`config.mk`:
```
export PLATFORM = sky130hd
export DESIGN_NAME = ov7670_dvp_source
export DESIGN_NICKNAME = d
export VERILOG_FILES = /design/src/rtl/ov7670_pkg.sv /design/src/rtl/dvp_line_timer.sv /design/src/rtl/ov7670_dvp_source.sv
export SDC_FILE = /design/constraint.sdc
export NUM_CORES = 1
export LEC_CHECK = 0
export ABC_AREA = 1
export CAP_MARGIN = 0
export CORE_UTILIZATION = 50
export CTS_CLUSTER_DIAMETER = 60
export DETAILED_ROUTE_END_ITERATION = 7
export PLACE_DENSITY_LB_ADDON = 0.08
export SLEW_MARGIN = 25
export SYNTH_ARGS = -nofsm -noshare
export SYNTH_HDL_FRONTEND = slang
export SYNTH_SLANG_ARGS = --single-unit
export TNS_END_PERCENT = 30
```
`constraint.sdc`:
```
create_clock -name clk -period 3.3 [get_ports clk]
set_input_delay 0.825 -clock clk [delete_from_list [all_inputs] [get_ports clk]]
set_output_delay 0.825 -clock clk [all_outputs]
set_load 0.1 [all_outputs]
```
`src/rtl/ov7670_pkg.sv`:
```
// ---------------------------------------------------------------------------
// ov7670_pkg
// Shared definitions for the OV7670 DVP source and capture blocks.
//   - dvp_state_t   : frame-timing FSM states of the DVP source
//   - c_*_msb/lsb   : RGB444 nibble positions inside a 12-bit pixel {R,G,B}
//   - c_byte_hi/lo  : slot parity carrying the high (R) / low (G,B) byte
//   - c_nb_slot/line: counter widths used by the line timer
//   - pack_rgb444() : optional R/B swap applied before serialising
// ---------------------------------------------------------------------------
package ov7670_pkg;

    typedef enum logic [2:0] {
        ST_IDLE,
        ST_VSYNC,
        ST_VBACK,
        ST_ACTIVE,
        ST_VFRONT
    } dvp_state_t;

    localparam int c_r_msb = 11;
    localparam int c_r_lsb = 8;
    localparam int c_g_msb = 7;
    localparam int c_g_lsb = 4;
    localparam int c_b_msb = 3;
    localparam int c_b_lsb = 0;

    // Every pixel occupies two byte slots: the even slot carries {4'h0, R},
    // the odd slot carries {G, B}. The capture side relies on the same order.
    localparam logic c_byte_hi = 1'b0;
    localparam logic c_byte_lo = 1'b1;

    localparam int c_nb_slot = 12;
    localparam int c_nb_line = 10;

    function automatic logic [11:0] pack_rgb444(input logic [11:0] pxl,
                                                input logic        swap_r_b);
        if (swap_r_b)
            return {pxl[c_b_msb:c_b_lsb], pxl[c_g_msb:c_g_lsb], pxl[c_r_msb:c_r_lsb]};
        return pxl;
    endfunction

endpackage

```
`src/rtl/dvp_line_timer.sv`:
```
// ---------------------------------------------------------------------------
// dvp_line_timer
// Slot and line counters for the DVP source. The slot counter runs
// 0..c_line_slots-1 once per line; the line counter runs 0..last_line within
// the current FSM region and restarts at the start of every region.
// Ports:
//   clk, rst_n    : clock, asynchronous active-low reset
//   clear         : synchronous clear (held while the source is idle)
//   advance       : step one byte slot (falling-pclk launch edge)
//   last_line     : index of the final line of the current region
//   slot_cnt      : current byte slot within the line
//   line_cnt      : current line within the region
//   region_end    : strobe, last slot of the last line is being launched
// ---------------------------------------------------------------------------
module dvp_line_timer
    import ov7670_pkg::*;
#(
    parameter int c_line_slots = 176
) (
    input  logic                 clk,
    input  logic                 rst_n,
    input  logic                 clear,
    input  logic                 advance,
    input  logic [c_nb_line-1:0] last_line,
    output logic [c_nb_slot-1:0] slot_cnt,
    output logic [c_nb_line-1:0] line_cnt,
    output logic                 region_end
);

    logic slot_last;
    logic line_end;

    assign slot_last  = (slot_cnt == c_nb_slot'(c_line_slots - 1));
    assign line_end   = advance && slot_last;
    assign region_end = line_end && (line_cnt == last_line);

    // Slots advance once per pclk period; the line counter wraps to zero at
    // the end of a region so each FSM region counts its own lines from 0.
    always_ff @(posedge clk or negedge rst_n) begin
        if (!rst_n) begin
            slot_cnt <= '0;
            line_cnt <= '0;
        end else if (clear) begin
            slot_cnt <= '0;
            line_cnt <= '0;
        end else if (advance) begin
            if (slot_last) begin
                slot_cnt <= '0;
                if (line_cnt == last_line)
                    line_cnt <= '0;
                else
                    line_cnt <= line_cnt + c_nb_line'(1);
            end else begin
                slot_cnt <= slot_cnt + c_nb_slot'(1);
            end
        end
    end

endmodule

```
`src/rtl/ov7670_dvp_source.sv`:
```
// ---------------------------------------------------------------------------
// ov7670_dvp_source
// Emulates an OV7670 camera in RGB444 mode: reads pixels from a frame buffer
// (or builds a test pattern) and drives pclk/vsync/href/data with OV7670
// style frame timing.
// Ports:
//   clk, rst_n  : system clock, asynchronous active-low reset
//   enable      : start/continue frames (checked in IDLE and at frame end)
//   testmode    : 1 = internal pattern, 0 = frame-buffer pixels
//   swap_r_b    : swap R and B nibbles before serialising
//   rd_addr     : frame-buffer read address
//   rd_pxl      : frame-buffer read data, one clk after rd_addr
//   pclk        : pixel clock, clk/2
//   vsync, href : frame sync and line valid, active high
//   data        : DVP byte
//   frame_done  : one-clk pulse when the active region finishes
//   busy        : high while a frame is in progress
// ---------------------------------------------------------------------------
module ov7670_dvp_source
    import ov7670_pkg::*;
#(
    parameter int c_img_cols     = 80,
    parameter int c_img_rows     = 60,
    parameter int c_nb_img_pxls  = 13,
    parameter int c_nb_buf       = 12,
    parameter int c_hblank       = 16,
    parameter int c_vsync_lines  = 3,
    parameter int c_vback_lines  = 2,
    parameter int c_vfront_lines = 2
) (
    input  logic                     clk,
    input  logic                     rst_n,
    input  logic                     enable,
    input  logic                     testmode,
    input  logic                     swap_r_b,
    output logic [c_nb_img_pxls-1:0] rd_addr,
    input  logic [c_nb_buf-1:0]      rd_pxl,
    output logic                     pclk,
    output logic                     vsync,
    output logic                     href,
    output logic [7:0]               data,
    output logic                     frame_done,
    output logic                     busy
);

    localparam int c_line_slots = 2 * c_img_cols + c_hblank;
    localparam int c_img_pxls   = c_img_cols * c_img_rows;

    dvp_state_t           state_q;
    dvp_state_t           state_d;
    logic                 phase_q;
    logic                 launch;
    logic [c_nb_slot-1:0] slot_cnt;
    logic [c_nb_line-1:0] line_cnt;
    logic [c_nb_line-1:0] last_line;
    logic                 region_end;
    logic                 href_slot;
    logic                 byte_hi_slot;
    logic                 vsync_entry;
    logic [11:0]          pattern_pxl;
    logic [11:0]          src_pxl;
    logic [11:0]          packed_pxl;
    logic [7:0]           lo_byte_q;

    assign pclk = phase_q;
    assign busy = (state_q != ST_IDLE);

    // Outputs are only launched on the clk edge that takes pclk 1->0, so the
    // capture side always sees them settled at the rising pclk edge.
    assign launch       = phase_q && busy;
    assign href_slot    = (state_q == ST_ACTIVE) && (slot_cnt < c_nb_slot'(2 * c_img_cols));
    assign byte_hi_slot = (slot_cnt[0] == c_byte_hi);
    assign vsync_entry  = (state_d == ST_VSYNC) && (state_q != ST_VSYNC);

    // Pattern pixel: column in R, row in G, constant 5 in B. The column is
    // the slot index halved, since each pixel takes two slots.
    assign pattern_pxl = {4'(slot_cnt >> 1), 4'(line_cnt), 4'h5};
    assign src_pxl     = testmode ? pattern_pxl : rd_pxl;
    assign packed_pxl  = pack_rgb444(src_pxl, swap_r_b);

    dvp_line_timer #(
        .c_line_slots(c_line_slots)
    ) u_line_timer (
        .clk       (clk),
        .rst_n     (rst_n),
        .clear     (state_q == ST_IDLE),
        .advance   (launch),
        .last_line (last_line),
        .slot_cnt  (slot_cnt),
        .line_cnt  (line_cnt),
        .region_end(region_end)
    );

    // Number of lines in the region currently being sent, as a last index.
    always_comb begin
        last_line = '0;
        case (state_q)
            ST_VSYNC:  last_line = c_nb_line'(c_vsync_lines - 1);
            ST_VBACK:  last_line = c_nb_line'(c_vback_lines - 1);
            ST_ACTIVE: last_line = c_nb_line'(c_img_rows - 1);
            ST_VFRONT: last_line = c_nb_line'(c_vfront_lines - 1);
            default:   last_line = '0;
        endcase
    end

    // Frame sequencing. Once started, a frame always runs to the end of the
    // front porch; enable is only looked at in IDLE and at that boundary.
    always_comb begin
        state_d = state_q;
        case (state_q)
            ST_IDLE:   if (enable) state_d = ST_VSYNC;
            ST_VSYNC:  if (region_end) state_d = ST_VBACK;
            ST_VBACK:  if (region_end) state_d = ST_ACTIVE;
            ST_ACTIVE: if (region_end) state_d = ST_VFRONT;
            ST_VFRONT: if (region_end) state_d = enable ? ST_VSYNC : ST_IDLE;
            default:   state_d = ST_IDLE;
        endcase
    end

    always_ff @(posedge clk or negedge rst_n) begin
        if (!rst_n)
            state_q <= ST_IDLE;
        else
            state_q <= state_d;
    end

    // Byte serialiser and frame-buffer address. The high byte is formed
    // straight from rd_pxl at its launch edge and the low byte is parked in
    // lo_byte_q for the following slot; the address steps on that same edge
    // so the next pixel has a full pixel period to come back from memory.
    always_ff @(posedge clk or negedge rst_n) begin
        if (!rst_n) begin
            phase_q    <= 1'b0;
            vsync      <= 1'b0;
            href       <= 1'b0;
            data       <= 8'h00;
            lo_byte_q  <= 8'h00;
            rd_addr    <= '0;
            frame_done <= 1'b0;
        end else begin
            phase_q    <= busy ? ~phase_q : 1'b0;
            frame_done <= (state_q == ST_ACTIVE) && region_end;

            if (launch) begin
                vsync <= (state_q == ST_VSYNC);
                href  <= href_slot;
                if (!href_slot) begin
                    data <= 8'h00;
                end else if (byte_hi_slot) begin
                    data      <= {4'h0, packed_pxl[c_r_msb:c_r_lsb]};
                    lo_byte_q <= packed_pxl[c_g_msb:c_b_lsb];
                end else begin
                    data <= lo_byte_q;
                end
            end

            if (vsync_entry)
                rd_addr <= '0;
            else if (launch && href_slot && byte_hi_slot)
                rd_addr <= (rd_addr == c_nb_img_pxls'(c_img_pxls - 1)) ?
                           '0 : rd_addr + c_nb_img_pxls'(1);
        end
    end

endmodule
```
=== Word level (Yosys, flattened, before mapping) ===
Index checks and enable logic that the tools add are counted.

* Flip-flop bits (word level): 58
* Input bits: 17
* Output and inout port bits: 26
* Word-level logic and storage cells: 66

* Add/sub/neg operators: 3
* $lt $le $gt $ge: 1
* Equality and inequality tests: 9
* Mux-type cells: 25
* Bitwise operators: 2
* Reduce and logical (&&, ||, !) cells: 16

{| class="wikitable"
|+ Operator list
! kind !! number
|-
| $mux W12 || 6
|-
| $mux W10 || 4
|-
| $mux W13 || 3
|-
| $pmux W6 S3 || 1
|-
| $mux W8 || 2
|-
| $mux W3 || 5
|-
| $pmux W3 S5 || 1
|-
| $add A13 B1 Y13 const B || 1
|-
| $eq A13 B13 Y1 const B || 1
|-
| $add A12 B1 Y12 const B || 1
|-
| $eq A12 B8 Y1 const B || 1
|-
| $lt A12 B8 Y1 const B || 1
|-
| $add A10 B1 Y10 const B || 1
|-
| $eq A10 B6 Y1 || 1
|-
| $logic_and A1 B1 Y1 || 8
|-
| $eq A3 B1 Y1 const B || 2
|-
| $eq A3 B2 Y1 const B || 2
|-
| $reduce_bool A2 Y1 || 3
|-
| $eq A3 B3 Y1 const B || 1
|-
| $logic_not A3 Y1 || 1
|-
| $mux W1 || 3
|-
| $ne A3 B1 Y1 const B || 1
|-
| $reduce_and A3 Y1 || 1
|-
| $reduce_bool A3 Y1 || 1
|-
| other kinds (3) || 4
|}

=== Logic depth before layout (Yosys ltp) ===
* Word-level depth: 10
* Depth in mapped cells: 13

=== Hierarchy ===
Synthesis repeated with hierarchy kept, for this count alone.

* Cells, all modules: 522
* Area, all modules: 3,624.7 µm²

{| class="wikitable"
|+ By module, submodules not included
! module !! times used !! cells an instance !! area each (µm²) !! seq. area each (µm²)
|-
| ov7670_dvp_source || 1 || 301 || 2,117.0 || 900.9
|-
| dvp_line_timer || 1 || 221 || 1,507.7 || 550.5
|}

=== Worst setup path after synthesis ===
OpenSTA, ideal clock, no wires.

* Path kind: register -> register
* From: reg phase_q, in the netlist pclk
* To: reg rd_addr[8]
* Setup time: 0.113 ns
* Arrival: 2.132 ns
* Required time: 3.187 ns
* Setup slack: 1.055 ns
* Cell stages (with the launch flop): 11
* Path through: dfrtp_1 inv_1 nor3_2 nand3_4 nor2_8 inv_4 buf_6 nand2_1 o31ai_1 nand2_1 inv_1

* Longest elaborated chain between the ends: 8

{| class="wikitable"
|+ Ends and longest elaborated chain
! element !! line !! RTL
|-
| from (decl) || ov7670_dvp_source.sv:51 || <nowiki>logic phase_q;</nowiki>
|-
| from (signal assigned) || ov7670_dvp_source.sv:141 || <nowiki>phase_q <= busy ? ~phase_q : 1'b0;</nowiki>
|-
| $logic_and A1 B1 Y1 (*) || ov7670_dvp_source.sv:70 || <nowiki>assign launch = phase_q && busy;</nowiki>
|-
| $logic_and A1 B1 Y1 || dvp_line_timer.sv:34 || <nowiki>assign line_end = advance && slot_last;</nowiki>
|-
| $logic_and A1 B1 Y1 || dvp_line_timer.sv:35 || <nowiki>assign region_end = line_end && (line_cnt == last_line);</nowiki>
|-
| $mux W3 (on tied branches) || -- ||
|-
| $pmux W3 S5 || ov7670_dvp_source.sv:110 || <nowiki>case (state_q)</nowiki>
|-
| $eq A3 B1 Y1 || ov7670_dvp_source.sv:73 || <nowiki>assign vsync_entry = (state_d == ST_VSYNC) && (state_q != ST_VSYNC);</nowiki>
|-
| $logic_and A1 B1 Y1 || ov7670_dvp_source.sv:73 ||
|-
| $mux W13 or $reduce_bool A2 Y1 (tied branches) || -- ||
|-
| to (signal assigned) || ov7670_dvp_source.sv:160 || <nowiki>rd_addr <= (rd_addr == c_nb_img_pxls'(c_img_pxls - 1)) ?</nowiki>
|-
| to (decl) || ov7670_dvp_source.sv:36 || <nowiki>output logic [c_nb_img_pxls-1:0] rd_addr,</nowiki>
|}

Mark *: on every way between the ends. The rest lies on a longest branch, timed or not.
A chain may end at the register's enable or synchronous reset.

=== Worst setup path in the final report ===
* From: reg u_line_timer.slot_cnt[0]
* To: reg u_line_timer.line_cnt[3]

* Longest elaborated chain between the ends: 3

{| class="wikitable"
|+ Ends and longest elaborated chain
! element !! line !! RTL
|-
| from (decl) || dvp_line_timer.sv:25 || <nowiki>output logic [c_nb_slot-1:0] slot_cnt,</nowiki>
|-
| from (signal assigned) || dvp_line_timer.sv:54 || <nowiki>slot_cnt <= slot_cnt + c_nb_slot'(1);</nowiki>
|-
| $eq A12 B8 Y1 || dvp_line_timer.sv:33 || <nowiki>assign slot_last = (slot_cnt == c_nb_slot'(c_line_slots - 1));</nowiki>
|-
| $reduce_bool A2 Y1 (no source line) || -- ||
|-
| $reduce_and A2 Y1 (no source line) || -- ||
|-
| to (signal assigned) || dvp_line_timer.sv:52 || <nowiki>line_cnt <= line_cnt + c_nb_line'(1);</nowiki>
|-
| to (decl) || dvp_line_timer.sv:26 || <nowiki>output logic [c_nb_line-1:0] line_cnt,</nowiki>
|}

No other way between the ends.

==> impl_metrics.xml <==
<?xml version="1.0" encoding="UTF-8"?>
<metrics>
  <group name="run_status">
    <metric name="run_status" unit="">completed</metric>
  </group>
  <group name="pwr">
    <metric name="power_density" unit="mW/mm²">346</metric>
    <metric name="power.ir.vdd_worst" unit="mV">0.215</metric>
    <metric name="total_power" unit="mW">1.35</metric>
    <metric name="power_leakage" unit="nW">1.89</metric>
  </group>
  <group name="layout">
    <metric name="finalNonFillerCells" unit="">548</metric>
    <metric name="layout.cell_area.non_filler" unit="mm²">0.00389</metric>
    <metric name="drive_gt1_share" unit="%">17.4</metric>
    <metric name="area.sequential" unit="mm²">0.00145</metric>
    <metric name="num_antenna_cells" unit="">0</metric>
    <metric name="num-fill-cells" unit="">583</metric>
    <metric name="multiInputGateArea" unit="mm²">0.00156</metric>
    <metric name="area.growth.synth_to_final" unit="%">17.2</metric>
    <metric name="post_layout_net_count" unit="">490</metric>
    <metric name="fin_util" unit="%">61.0</metric>
  </group>
  <group name="sta">
    <metric name="post-route-period-util" unit="%">70.6</metric>
    <metric name="final-setup-viol-count" unit="">0</metric>
    <metric name="clock_skew" unit="ns">0.00604</metric>
    <metric name="finalWorstPathRequiredPeriod" unit="ns">2.33</metric>
    <metric name="final_critical_path_setup_slack" unit="ns">0.971</metric>
    <metric name="worst_slew_pin_slew" unit="ns">0.688</metric>
    <metric name="final-max-slew-violation-count" unit="">0</metric>
    <metric name="finalHoldViolations" unit="">0</metric>
    <metric name="max_freq" unit="MHz">429</metric>
    <metric name="finalHoldWorstSlack" unit="ns">0.482</metric>
    <metric name="grt_setup_unrepaired" unit="">false</metric>
    <metric name="fin_tns_setup" unit="ns">0</metric>
    <metric name="max-slew-margin-rel" unit="%">54.2</metric>
  </group>
  <group name="critical_path">
    <metric name="worst_setup_path_end" unit="">u_line_timer.line_cnt[3]</metric>
    <metric name="start_kind" unit="">flip-flop</metric>
    <metric name="setup.reg_to_reg.worst_slack" unit="ns">0.97</metric>
    <metric name="critical_path.startpoint" unit="">u_line_timer.slot_cnt[0]</metric>
    <metric name="critical_path.reg2reg.endpoint" unit="">u_line_timer.line_cnt[3]</metric>
    <metric name="critical_path_required" unit="ns">3.51</metric>
    <metric name="worst-r2r-cell-count" unit="">11</metric>
    <metric name="cp-end-kind" unit="">flip-flop</metric>
    <metric name="slowest_stage" unit="">dfrtp_1</metric>
    <metric name="cp_data_arrival_time" unit="ns">2.54</metric>
    <metric name="critical_path.reg2reg.startpoint" unit="">u_line_timer.slot_cnt[0]</metric>
    <metric name="timing.critical_path.slowest_cell_delay" unit="ns">0.60</metric>
    <metric name="timing.critical_path.fanout_max" unit="">9</metric>
    <metric name="cpMostUsedCell" unit="">nor2_1</metric>
    <metric name="timing.setup.critical_path_class" unit="">flip-flop to flip-flop</metric>
    <metric name="ordered_cell_list_for_the_critical_path" unit="">ha_1 -&gt; nand3_1 -&gt; nor2_1 -&gt; nand2_1 -&gt; inv_1 -&gt; nor2_1 -&gt; nor2_2 -&gt; inv_2 -&gt; nor2_1 -&gt; xor2_1 -&gt; nor2_1</metric>
  </group>
  <group name="routing">
    <metric name="via_count" unit="">2970</metric>
    <metric name="routed_wirelength" unit="µm">7610</metric>
    <metric name="detailedRoute.firstPassIterationCount" unit="">5</metric>
    <metric name="route.detailed.drc" unit="">0</metric>
    <metric name="route.detailed.vias_per_inst" unit="">5.42</metric>
    <metric name="detail-route-antenna-nets" unit="">0</metric>
    <metric name="route.detailed.wl_per_inst" unit="µm">13.9</metric>
    <metric name="drt_initial_violations" unit="">155</metric>
  </group>
  <group name="floorplanning">
    <metric name="die_h" unit="µm">83.5</metric>
    <metric name="dieArea" unit="mm²">0.00697</metric>
    <metric name="die-width" unit="µm">83.5</metric>
    <metric name="floorplan.initialDensity" unit="%">52.0</metric>
    <metric name="core_region_area" unit="mm²">0.00639</metric>
    <metric name="top_level_ports" unit="">43</metric>
    <metric name="core.rowCount" unit="">29</metric>
  </group>
  <group name="global_route">
    <metric name="vias_in_the_first_global_route" unit="">2779</metric>
    <metric name="grt_pass1_wl" unit="µm">13100</metric>
    <metric name="globalRouteTotalUtil" unit="%">23.6</metric>
    <metric name="antenna_found_initial" unit="">0</metric>
    <metric name="globalRouteOverflowTotal" unit="">0</metric>
    <metric name="grt_start_max_net_pins" unit="">31</metric>
  </group>
  <group name="place">
    <metric name="numPlacedInstances" unit="">536</metric>
    <metric name="dp_hpwl" unit="µm">5430</metric>
    <metric name="numPortBuffers" unit="">42</metric>
    <metric name="placed_cell_area" unit="mm²">0.00373</metric>
    <metric name="globalplace.congestion" unit="">0.833</metric>
    <metric name="place_worst_setup_slack" unit="ns">0.823</metric>
  </group>
  <group name="cts">
    <metric name="insertion_delay" unit="ns">0.33</metric>
    <metric name="cts_root_buf" unit="">clkbuf_8</metric>
    <metric name="post_cts_resize_count" unit="">0</metric>
    <metric name="clkTransAtPathRegs" unit="ns">0.07</metric>
    <metric name="post_cts.repair.setup_buffers" unit="">0</metric>
    <metric name="clock_tree_from_tritoncts" unit="">done</metric>
    <metric name="cts.hold.buffers_added" unit="">0</metric>
    <metric name="clock_tree.htree_level_count" unit="">3</metric>
    <metric name="cts.sinks" unit="">58</metric>
    <metric name="cts-buffers-inserted" unit="">9</metric>
    <metric name="clock_tree.buffer_depth" unit="">2</metric>
  </group>
  <group name="logic_synthesis">
    <metric name="synth-main-ff-cell" unit="">dfrtp_1</metric>
    <metric name="post-synth-top-area-fraction" unit="%">43.7</metric>
    <metric name="mean_cell_area_of_the_mapped_netlist" unit="µm²">7.82</metric>
    <metric name="async_reset_ff_share" unit="%">100</metric>
    <metric name="synthTopCellsByCount" unit="">nand2_1, dfrtp_1, inv_1</metric>
    <metric name="netlist_top_cells_area" unit="">dfrtp_1, nand2_1, inv_1, o21ai_0, nand3_1</metric>
    <metric name="yosys_warning_total" unit="">0</metric>
    <metric name="synth.most_common_cell" unit="">nand2_1</metric>
    <metric name="post_synth_num_cell_types" unit="">41</metric>
    <metric name="mappedNetlistNets" unit="">445</metric>
    <metric name="yosysSeqAreaShare" unit="%">43.7</metric>
    <metric name="gate_count_post_synth" unit="">425</metric>
    <metric name="synth_enable_flop_cells" unit="">0</metric>
    <metric name="synth_largest_area_cell" unit="">dfrtp_1</metric>
    <metric name="syn-cell-area" unit="mm²">0.00332</metric>
    <metric name="ys_ff_latch" unit="">58</metric>
  </group>
  <group name="min_path">
    <metric name="worst_hold_path.num_cells" unit="">2</metric>
    <metric name="holdCritPathClass" unit="">flip-flop to flip-flop</metric>
  </group>
  <group name="flow_run">
    <metric name="max_cap_viol_count" unit="">0</metric>
  </group>
</metrics>
==> how the worst min path moves through the flow <==
stage / end / slack (ns) / start
after floorplan: lo_byte_q[1] / 0.44 / lo_byte_q[1]
after global placement: lo_byte_q[3] / 0.46 / lo_byte_q[3]
after detailed placement: lo_byte_q[3] / 0.46 / lo_byte_q[3]
after CTS: lo_byte_q[3] / 0.48 / lo_byte_q[3]
after global routing: data[6] / 0.51 / data[6]
final: lo_byte_q[3] / 0.48 / lo_byte_q[3]
==> layout make-up <==
type / count / area share, %
multi-input combinational: 292 / 40.0
sequential: 58 / 37.3
timing repair buffer: 44 / 9.70
inverter: 65 / 6.33
clock buffer: 12 / 4.24
tap: 77 / 2.47
==> placed cells by master, fill, tap and decap left out, drive strengths merged, types with 2 or more instances in the layout <==
cell type	n
ha	3
o211ai	5
xnor2	2
o31ai	11
o21ai	36
clkdlybuf4s50	15
nor4	3
buf	29
xor2	10
dfrtp	58
nand2	99
nand3	34
clkbuf	12
nor3	10
a21oi	15
o22ai	5
nand4	7
inv	64
nor2	45
==> logic make-up (layout without fill, tap and decap cells) <==
kind of cell	after synthesis	count (layout)	synth area share [%]
and+or+nand+nor	199	199	28.6
AOI/OAI and AO/OA	77	77	13.6
buffers and inverters	75	121	9.45
DFF	58	58	43.7
xor gates and xnor gates	12	12	3.16
adders and majority gates	3	3	1.13
muxes	1	1	0.301
==> sequential cells by signal, summed over array words and instances (netlist names) <==
signal,count
pclk,1
href,1
u_line_timer.line_cnt,10
rd_addr,13
frame_done,1
vsync,1
u_line_timer.slot_cnt,12
data,8
lo_byte_q,8
state_q,3
==> critical path, delay by kind of cell, from the launching register on <==
family | cells | cell delay, ns
flops | 1 | 0.60
simple gates | 7 | 0.97
xor+xnor | 1 | 0.16
buf+inv | 2 | 0.21
fa+ha+maj | 1 | 0.27
==> per-layer routing <==
layer | global-route usage, % | vias up | share of wire, %
met5 | 0 | - | 0
li1 | - | 1479 | -
met2 | 37.0 | 86 | 45
met3 | 5.04 | 10 | 4.7
met1 | 33.2 | 1395 | 49
met4 | 6.63 | 0 | 1.4
==> power by group <==
part | internal, mW | switching (mW)
Combinational | 0.0242 | 0.0305
Sequential | 0.711 | 0
Clock | 0.318 | 0.264
Note: power is estimated with default switching activity, not from simulation.
